**config.mk**
```make
export PLATFORM = sky130hd
export DESIGN_NAME = adau_spi_arbiter_flat
export DESIGN_NICKNAME = d
export VERILOG_FILES = /design/src/rtl/adau_spi_arbiter_pkg.sv /design/src/rtl/adau_spi_arbiter_if.sv /design/src/rtl/adau_cmd_fifo.sv /design/src/rtl/adau_spi_arbiter.sv /design/src/flat_wrapper.sv
export SDC_FILE = /design/constraint.sdc
export NUM_CORES = 1
export LEC_CHECK = 0
export BUFFER_PORTS_ARGS = -buffer_cell sky130_fd_sc_hd__buf_2
export CORE_MARGIN = 1.5
export CORE_UTILIZATION = 52
export DETAILED_ROUTE_END_ITERATION = 8
export PLACE_DENSITY_LB_ADDON = 0.1
export SKIP_LAST_GASP = 1
export SLEW_MARGIN = 20
export SYNTH_ARGS = -nofsm -noshare
export SYNTH_HDL_FRONTEND = slang
export SYNTH_HIERARCHICAL = 1
export SYNTH_SLANG_ARGS = --single-unit
```
**constraint.sdc**
```tcl
create_clock -name clk -period 7 [get_ports clk]
set_input_delay 1.4 -clock clk [delete_from_list [all_inputs] [get_ports clk]]
set_output_delay 1.4 -clock clk [all_outputs]
set_load 0.005 [all_outputs]
```
**src/rtl/adau_spi_arbiter_pkg.sv**
```systemverilog
// rtl/adau_spi_arbiter_pkg.sv - shared types and defaults for the ADAU SPI command arbiter
package adau_spi_arbiter_pkg;

  localparam int RT_DEPTH_DEF   = 4;
  localparam int GAP_CYCLES_DEF = 4;
  localparam int CMD_W          = 32;
  localparam int LEVEL_W        = 5;
  localparam int GAP_W          = 4;

  typedef enum logic [1:0] {
    ST_INIT = 2'd0,
    ST_IDLE = 2'd1,
    ST_GAP  = 2'd2
  } state_e;

  // Where GAP hands control back to once the idle gap has elapsed.
  typedef enum logic {
    ORIG_INIT = 1'b0,
    ORIG_IDLE = 1'b1
  } origin_e;

endpackage

```
**src/rtl/adau_spi_arbiter_if.sv**
```systemverilog
// rtl/adau_spi_arbiter_if.sv - init list, runtime command and SPI master handshake bundle
interface adau_spi_arbiter_if;
  import adau_spi_arbiter_pkg::*;

  logic [CMD_W-1:0]   init_command;
  logic               init_valid;
  logic               init_ready;
  logic               init_done;
  logic [CMD_W-1:0]   rt_command;
  logic               rt_valid;
  logic               rt_ready;
  logic [CMD_W-1:0]   spi_command;
  logic               spi_valid;
  logic               spi_ready;
  logic               init_complete;
  logic [LEVEL_W-1:0] rt_level;

  // Arbiter side.
  modport slave (
    input  init_command, init_valid, init_done, rt_command, rt_valid, spi_ready,
    output init_ready, rt_ready, spi_command, spi_valid, init_complete, rt_level
  );

  // Command sources and SPI master side.
  modport master (
    output init_command, init_valid, init_done, rt_command, rt_valid, spi_ready,
    input  init_ready, rt_ready, spi_command, spi_valid, init_complete, rt_level
  );

endinterface

```
**src/rtl/adau_cmd_fifo.sv**
```systemverilog
// rtl/adau_cmd_fifo.sv - runtime command FIFO with occupancy level
module adau_cmd_fifo
  import adau_spi_arbiter_pkg::*;
#(
  parameter int DEPTH = RT_DEPTH_DEF
) (
  input  logic               clk,
  input  logic               reset_n,
  input  logic               push_i,
  input  logic [CMD_W-1:0]   push_data_i,
  input  logic               pop_i,
  output logic [CMD_W-1:0]   head_o,
  output logic [LEVEL_W-1:0] level_o,
  output logic               full_o,
  output logic               empty_o
);

  localparam int AW = (DEPTH > 1) ? $clog2(DEPTH) : 1;

  logic [CMD_W-1:0]   mem_q [DEPTH];
  logic [AW-1:0]      wr_ptr_q;
  logic [AW-1:0]      rd_ptr_q;
  logic [LEVEL_W-1:0] level_q;
  logic               do_push;
  logic               do_pop;

  assign full_o  = (level_q == LEVEL_W'(DEPTH));
  assign empty_o = (level_q == '0);
  // A push while full is dropped even if a pop happens in the same cycle.
  assign do_push = push_i && !full_o;
  assign do_pop  = pop_i && !empty_o;
  assign head_o  = mem_q[rd_ptr_q];
  assign level_o = level_q;

  // Pointers wrap naturally since DEPTH is a power of two.
  always_ff @(posedge clk) begin
    if (!reset_n) begin
      wr_ptr_q <= '0;
      rd_ptr_q <= '0;
      level_q  <= '0;
    end else begin
      if (do_push) wr_ptr_q <= wr_ptr_q + AW'(1);
      if (do_pop)  rd_ptr_q <= rd_ptr_q + AW'(1);
      case ({do_push, do_pop})
        2'b10:   level_q <= level_q + LEVEL_W'(1);
        2'b01:   level_q <= level_q - LEVEL_W'(1);
        default: level_q <= level_q;
      endcase
    end
  end

  // Storage needs no reset: the level gates every read.
  always_ff @(posedge clk) begin
    if (do_push) mem_q[wr_ptr_q] <= push_data_i;
  end

endmodule

```
**src/rtl/adau_spi_arbiter.sv**
```systemverilog
// rtl/adau_spi_arbiter.sv - arbitrates init list and runtime FIFO onto one SPI master
module adau_spi_arbiter
  import adau_spi_arbiter_pkg::*;
#(
  parameter int RT_DEPTH   = RT_DEPTH_DEF,
  parameter int GAP_CYCLES = GAP_CYCLES_DEF
) (
  input logic clk,
  input logic reset_n,
  adau_spi_arbiter_if.slave bus
);

  state_e             state_q, state_d;
  origin_e            origin_q, origin_d;
  logic [GAP_W-1:0]   gap_q, gap_d;
  logic               complete_q, complete_d;
  logic               spi_valid;
  logic [CMD_W-1:0]   spi_command;
  logic               init_ready;
  logic               fifo_pop;
  logic [CMD_W-1:0]   fifo_head;
  logic [LEVEL_W-1:0] fifo_level;
  logic               fifo_full;
  logic               fifo_empty;

  adau_cmd_fifo #(.DEPTH(RT_DEPTH)) u_fifo (
    .clk         (clk),
    .reset_n     (reset_n),
    .push_i      (bus.rt_valid),
    .push_data_i (bus.rt_command),
    .pop_i       (fifo_pop),
    .head_o      (fifo_head),
    .level_o     (fifo_level),
    .full_o      (fifo_full),
    .empty_o     (fifo_empty)
  );

  assign bus.spi_valid     = spi_valid;
  assign bus.spi_command   = spi_command;
  assign bus.init_ready    = init_ready;
  assign bus.rt_ready      = !fifo_full;
  assign bus.rt_level      = fifo_level;
  assign bus.init_complete = complete_q;

  // State, gap counter and init-complete flag registers.
  always_ff @(posedge clk) begin
    if (!reset_n) begin
      state_q    <= ST_INIT;
      origin_q   <= ORIG_INIT;
      gap_q      <= '0;
      complete_q <= 1'b0;
    end else begin
      state_q    <= state_d;
      origin_q   <= origin_d;
      gap_q      <= gap_d;
      complete_q <= complete_d;
    end
  end

  // Next state and SPI-side outputs; command is forced to zero whenever not valid.
  always_comb begin
    state_d     = state_q;
    origin_d    = origin_q;
    gap_d       = gap_q;
    complete_d  = complete_q;
    spi_valid   = 1'b0;
    spi_command = '0;
    init_ready  = 1'b0;
    fifo_pop    = 1'b0;
    case (state_q)
      ST_INIT: begin
        spi_valid   = bus.init_valid;
        spi_command = bus.init_valid ? bus.init_command : '0;
        init_ready  = bus.spi_ready;
        if (bus.init_valid && bus.spi_ready) begin
          state_d  = ST_GAP;
          origin_d = ORIG_INIT;
          gap_d    = '0;
        end else if (bus.init_done && !bus.init_valid) begin
          state_d    = ST_IDLE;
          complete_d = 1'b1;
        end
      end
      ST_IDLE: begin
        spi_valid   = !fifo_empty;
        spi_command = fifo_empty ? '0 : fifo_head;
        if (!fifo_empty && bus.spi_ready) begin
          fifo_pop = 1'b1;
          state_d  = ST_GAP;
          origin_d = ORIG_IDLE;
          gap_d    = '0;
        end
      end
      ST_GAP: begin
        if (gap_q == GAP_W'(GAP_CYCLES - 1)) begin
          gap_d   = '0;
          state_d = (origin_q == ORIG_INIT) ? ST_INIT : ST_IDLE;
        end else begin
          gap_d = gap_q + GAP_W'(1);
        end
      end
      default: state_d = ST_INIT;
    endcase
  end

endmodule

```
**src/flat_wrapper.sv**
```systemverilog
// flat-port wrapper written by rule: the top's interface ports become plain ports
module adau_spi_arbiter_flat import adau_spi_arbiter_pkg::*;
#(
  parameter int RT_DEPTH   = RT_DEPTH_DEF,
  parameter int GAP_CYCLES = GAP_CYCLES_DEF
)
  (clk, reset_n, bus_init_command, bus_init_valid, bus_init_done, bus_rt_command, bus_rt_valid, bus_spi_ready, bus_init_ready, bus_rt_ready, bus_spi_command, bus_spi_valid, bus_init_complete, bus_rt_level);
  adau_spi_arbiter_if bus_i ();
  input logic clk;
  input logic reset_n;
  input wire logic [$bits(bus_i.init_command)-1:0] bus_init_command;
  input wire logic [$bits(bus_i.init_valid)-1:0] bus_init_valid;
  input wire logic [$bits(bus_i.init_done)-1:0] bus_init_done;
  input wire logic [$bits(bus_i.rt_command)-1:0] bus_rt_command;
  input wire logic [$bits(bus_i.rt_valid)-1:0] bus_rt_valid;
  input wire logic [$bits(bus_i.spi_ready)-1:0] bus_spi_ready;
  output wire logic [$bits(bus_i.init_ready)-1:0] bus_init_ready;
  output wire logic [$bits(bus_i.rt_ready)-1:0] bus_rt_ready;
  output wire logic [$bits(bus_i.spi_command)-1:0] bus_spi_command;
  output wire logic [$bits(bus_i.spi_valid)-1:0] bus_spi_valid;
  output wire logic [$bits(bus_i.init_complete)-1:0] bus_init_complete;
  output wire logic [$bits(bus_i.rt_level)-1:0] bus_rt_level;
  assign bus_i.init_command = bus_init_command;
  assign bus_i.init_valid = bus_init_valid;
  assign bus_i.init_done = bus_init_done;
  assign bus_i.rt_command = bus_rt_command;
  assign bus_i.rt_valid = bus_rt_valid;
  assign bus_i.spi_ready = bus_spi_ready;
  assign bus_init_ready = bus_i.init_ready;
  assign bus_rt_ready = bus_i.rt_ready;
  assign bus_spi_command = bus_i.spi_command;
  assign bus_spi_valid = bus_i.spi_valid;
  assign bus_init_complete = bus_i.init_complete;
  assign bus_rt_level = bus_i.rt_level;
  adau_spi_arbiter #(.RT_DEPTH(RT_DEPTH), .GAP_CYCLES(GAP_CYCLES)) u_core (.clk(clk), .reset_n(reset_n), .bus(bus_i));
endmodule
```
# Word-level counts from Yosys, hierarchy flattened

Memories as Yosys holds them, arrays and structs flattened. A register that Yosys moved wholly into a read port is not among the register bits.
Cells that the tools add are included.

Memory bits (writable): 128
Input port bits: 70
Register bits after elaboration: 17
Memories kept: 1
Bits in latches: 0
Output and inout port bits: 41
Memory bits (read-only): 0

Memories:

| memory              | depth | width | read ports | clocked after Yosys merged registers in | wr ports | RTL line            | text |
|---|---|---|---|---|---|---|---|
| u_core.u_fifo.mem_q | 4     | 32    | 1          | 1                                       | 1        | adau_cmd_fifo.sv:20 | `logic [CMD_W-1:0] mem_q [DEPTH];` |

Mux-type cells: 25
Bitwise logic cells: 1
Div/mod/pow operators: 0
Add/subtract/negate cells: 5
Multiply operators: 0
Reductions and logical operators: 17
$lt $le $gt $ge: 0
Equality and inequality tests: 10
Shifts and indexed selects: 0

Operator list:

| cell                                             | count |
|---|---|
| 2-to-1 mux 32 bit                                | 2 |
| one-hot mux 32 bit (2 select lines)              | 1 |
| 2-to-1 mux 2 bit                                 | 6 |
| 2-to-1 mux 4 bit                                 | 3 |
| one-hot mux 4 bit (3 select lines)               | 1 |
| AND reduction 3 bit                              | 4 |
| one-hot mux 5 bit (2 select lines)               | 1 |
| 2-to-1 mux 1 bit                                 | 8 |
| != test 2 x 1 -> 1 bit, second input constant    | 3 |
| one-hot mux 2 bit (3 select lines)               | 1 |
| adder 5 x 1 -> 5 bit, second input constant      | 1 |
| == test 5 x 3 -> 1 bit, second input constant    | 1 |
| logical AND 1 bit                                | 5 |
| logical NOT 5 bit                                | 1 |
| subtractor 5 x 1 -> 5 bit, second input constant | 1 |
| adder 2 x 1 -> 2 bit, second input constant      | 2 |
| adder 4 x 1 -> 4 bit, second input constant      | 1 |
| == test 2 x 1 -> 1 bit, second input constant    | 2 |
| == test 2 bit, second input constant             | 2 |
| == test 4 x 2 -> 1 bit, second input constant    | 1 |
| one-hot mux 1 bit (2 select lines)               | 2 |
| nonzero test 2 bit                               | 2 |
| logical NOT 1 bit                                | 3 |
| != test 3 x 1 -> 1 bit, second input constant    | 1 |
| other kinds (3)                                  | 3 |

# Longest topological paths before layout

Word-level depth: 8
Depth in mapped cells: 12
Depth with buffers taken out: 12

# Cells and area by module

The synthesis kept the hierarchy.

By module, submodules not included:

| module           | cells each | area an instance (sq um) | times used |
|---|---|---|---|
| adau_cmd_fifo    | 240        | 5275.1                   | 1 |
| adau_spi_arbiter | 94         | 782.0                    | 1 |

# Least setup slack after synthesis

Ideal clock, no wire load.

Kind: input port to output port
Start point: input bus_init_valid
End point: output bus_spi_command[0]
Slack: 3534 ps
Arrival: 2066 ps
Data required time: 5600 ps
Stages: 3
Cell sequence: nor3b_2 buf_2 a22o_1

Longest elaborated chain between the ends: 2

RTL lines:

| item                                | RTL line               | text |
|---|---|---|
| from (decl)                         | flat_wrapper.sv:12     | `input wire logic [$bits(bus_i.init_valid)-1:0] bus_init_valid;` |
| 2-to-1 mux 32 bit                   | adau_spi_arbiter.sv:73 | `spi_command = bus.init_valid ? bus.init_command : '0;` |
| one-hot mux 32 bit (2 select lines) | adau_spi_arbiter.sv:70 | `case (state_q)` |
| to (decl)                           | flat_wrapper.sv:19     | `output wire logic [$bits(bus_i.spi_command)-1:0] bus_spi_command;` |

Every way passes these cells.

# Final worst setup path

Start point: input bus_init_valid
End point: output bus_spi_command[21]

The elaborated chain is that of the path after synthesis.

==> summary.md <==
| Metric | Value |
|---|---|
| Status | finished clean |
| # setup viols final | 0 |
| CTS tree | done |
| Hold Crit Class | reg -> reg |
| Int Power | 1564 uW |
| Final WL | 11,150 um |
| First-pass GRT wire length | 17,670 um |
| Ys flop type | edfxtp_1 |
| Residual DRC count | 0 |
| Worst setup SP type | primary input |
| Initial Util | 0.5327 |
| Initial antenna violation count | 0 |
| Sw Ratio | 0.2248 |
| Detailed Place HPWL | 6638 um |
| Core Footprint | 0.01137 mm^2 |
| H-tree levels | 4 |
| Vias per cell | 5.581 |
| Worst Hold Launch | u_core/bus.init_complete$_SDFFE_PN0P_ |
| Worst Path Required | 5.60 ns |
| CTS buffer count | 17 |
| Worst rel slew slack | 0.3566 |
| Clk network pwr share | 0.371 |
| DIE AREA | 0.01230 mm^2 |
| CTS Sinks | 147 |
| GRT overflow | 0 |
| Clock-pin slew on the worst setup and hold paths | 0.05 ns |
| Sequential area share after synthesis | 0.6974 |
| Hold Fails Final Rpt | 0 |
| R2r setup slk | 3.71 ns |
| DR WL/cell | 18.46 um |
| CP max FO | 19 |
| Maximum vdd drop | 0.0001589 V |
| Layout Nets | 529 |
| Fin crit period | 4.268 ns |
| Root Driver | clkbuf_16 |
| Post-route ant nets | 0 |
| Post-Syn Area | 0.006057 mm^2 |
| RSZ-0062 raised after global routing | no |
| Crit share post-route | 0.6097 |
| Worst path arrival time | 2.87 ns |
| P_leak | 0.002637 uW |
| Top Ports | 111 |
| Die height | 110.9 um |
| Crit path from | bus_init_valid |
| CP endpoint | bus_spi_command[21] |
| Post-synth EDFFs | 128 |
| Layout Skew | 0.009795 ns |
| Switching power | 453.6 uW |
| Worst skew pair latency | 0.41 ns |
| Synth Warn # | 6 |
| Area growth syn-to-layout | 19.23% |
| Hold_buf cts | 0 |
| Post-synth ARST share | 0 |
| Row count | 39 |
| Critical Path Sink Type | primary output |
| Power share of the combinational group | 0.120 |
| Die width | 110.9 um |
| FF-to-FF path depth | 13 |
| Share of layout cells above drive strength 1 | 0.4013 |
| Total Neg Setup Slack | 0 ns |
| Postcts setup bufs | 0 |
| Critical R2R Launch | u_core/u_fifo/level_o[0]$_SDFFE_PN0P_ |
| DRT iter0 DRCs | 241 |
| PostCTS Resize Cnt | 0 |
| Total track usage | 0.1946 |
| Fmax | 234.3 MHz |
| Vias in the first global route | 3,395 |
| IO buf count | 110 |
| First-pass iteration count of the detailed router | 4 |
| Final-report max-slew violation count | 0 |
| PD cells | 279.4 mW/mm^2 |
| Flops & latches, synth | 147 |
| CTS max path bufs | 2 |
| Hold slack | 0.4669 ns |
| Overall Power | 2018 uW |
| MaxCap Viol Count | 0 |
| Via count | 3,371 |
| RR Endpoint | u_core/u_fifo/level_o[4]$_SDFFE_PN0P_ |
| Mapped Cells | 334 |
| ANT cells | 0 |
| Netlist cell types | 46 |
| Worst-Margin Slew | 0.9651 ns |
| GP Congestion | 0.7485 |
| Mapped Nets | 414 |
| Post-Syn Area per Cell | 18.13 um^2 |
| Sequential Power Share | 0.509 |
| CP Class | in -> out |
| Largest net degree at the start of global routing | 36 |
[cell type report]
class | count | area (um^2)
fill | 801 | 4148
multi-input combinational | 161 | 1725
clock buffer | 21 | 440.4
inverter | 9 | 33.78
timing repair buffer | 113 | 573.1
tap | 143 | 178.9
sequential | 147 | 4227
clock inverter | 10 | 43.79
[cell families after synthesis]
| kind of cell | after synthesis | share of synthesized area |
|---|---|---|
| buffers and inverters | 26 | 0.01962 |
| AOI/OAI and AO/OA | 52 | 0.06817 |
| adders and majority gates | 10 | 0.02190 |
| xor gates and xnor gates | 5 | 0.008471 |
| DFF | 147 | 0.6974 |
| muxes | 36 | 0.1258 |
| and+or+nand+nor | 58 | 0.05867 |
[cells in the mapped netlist (2+ instances only)]
master      n  area (um^2)
a21oi_1     7        35.03
a22o_1     32        280.3
and2_1     12        75.07
and4b_1     2        20.02
buf_1       2        7.510
buf_2      11        55.05
clkbuf_1    3        11.26
dfxtp_1    19        380.4
edfxtp_1  128         3844
ha_1        9        112.6
inv_1       9        33.78
mux2i_1     3        30.03
mux4_2     32        720.7
nand2_1     8        30.03
nand2b_1    4        25.02
nand3_1     6        30.03
nor2_1     10        37.54
nor2b_1     4        25.02
o21ai_0     3        15.01
or2_2       2        12.51
xnor2_1     3        26.28
[stage by stage]
stage / instance area, um^2 / utilization / setup WS [ns] / cells
final: 7222 / 0.6352 / 2.732 / 604
after global routing: 7222 / 0.6352 / 2.515 / 604
after CTS: 7222 / 0.6352 / 2.709 / 604
after detailed placement: 6738 / 0.5926 / 2.717 / 573
after global placement: 6738 / 0.5926 / 2.774 / 573
after floorplan: 6057 / - / 3.534 / 334
[cell usage in the layout, fill, tap and decap left out, types with 2 or more instances in the layout]
cell type and n:
nor2b_1 4, clkbuf_1 4, clkbuf_16 17, clkinv_1 5, mux4_2 32, a21oi_1 7
clkinv_2 5, a22o_1 32, buf_4 3, and2_1 8, dfxtp_1 17, xnor2_1 3
inv_1 9, nor2_1 10, and4b_1 2, buf_2 110, mux2i_1 3, nand3_1 6
nand2_1 8, o21ai_0 3, or2_2 2, and2_2 4, nor3b_4 2, ha_1 9
nand2b_1 4, edfxtp_1 128, dfxtp_2 2
[flip-flops by register name (all words and copies together), names as in the netlist, named ones only]
name	flops
u_core/u_fifo/level_o	5
u_core/origin_q	1
u_core/u_fifo/wr_ptr_q	2
u_core/u_fifo/mem_q	128
u_core/state_q	2
u_core/bus.init_complete	1
u_core/gap_q	4
u_core/u_fifo/rd_ptr_q	2
[how the worst min path moves through the flow]
stage                                       endpoint  slack (ns)  cells after the start
2_1_floorplan           u_core/origin_q$_SDFFE_PN0P_        0.45                      2
3_3_place_gp   u_core/bus.init_complete$_SDFFE_PN0P_        0.45                      2
3_5_place_dp   u_core/bus.init_complete$_SDFFE_PN0P_        0.47                      2
4_1_cts        u_core/bus.init_complete$_SDFFE_PN0P_        0.48                      2
5_1_grt        u_core/bus.init_complete$_SDFFE_PN0P_        0.49                      2
6_report       u_core/bus.init_complete$_SDFFE_PN0P_        0.47                      2
[power by group through the flow]
stage                     Clock [uW]  Sequential [uW]  Combinational (uW)
after floorplan                    0             1030                 159
after global routing             799             1030                 268
after global placement             0             1040                 240
final                            748             1030                 243
after detailed placement           0             1050                 246
after CTS                        771             1030                 247
[worst max-delay path, cell delays in order]
cell     delay (ns)
buf_2          0.12
nor3b_4        0.66
buf_4          0.39
a22o_1         0.18
buf_2          0.11
[routing by layer]
metal  global-route usage  vias to the layer above  wire length [um]
li1                     -                     1578                 -
met2               0.3210                      116              5495
met4              0.07094                        0               140
met5                    0                        -                 0
met3              0.06014                       12               643
met1               0.2448                     1665              4869
No activity file was read; power rests on OpenSTA's default activity.
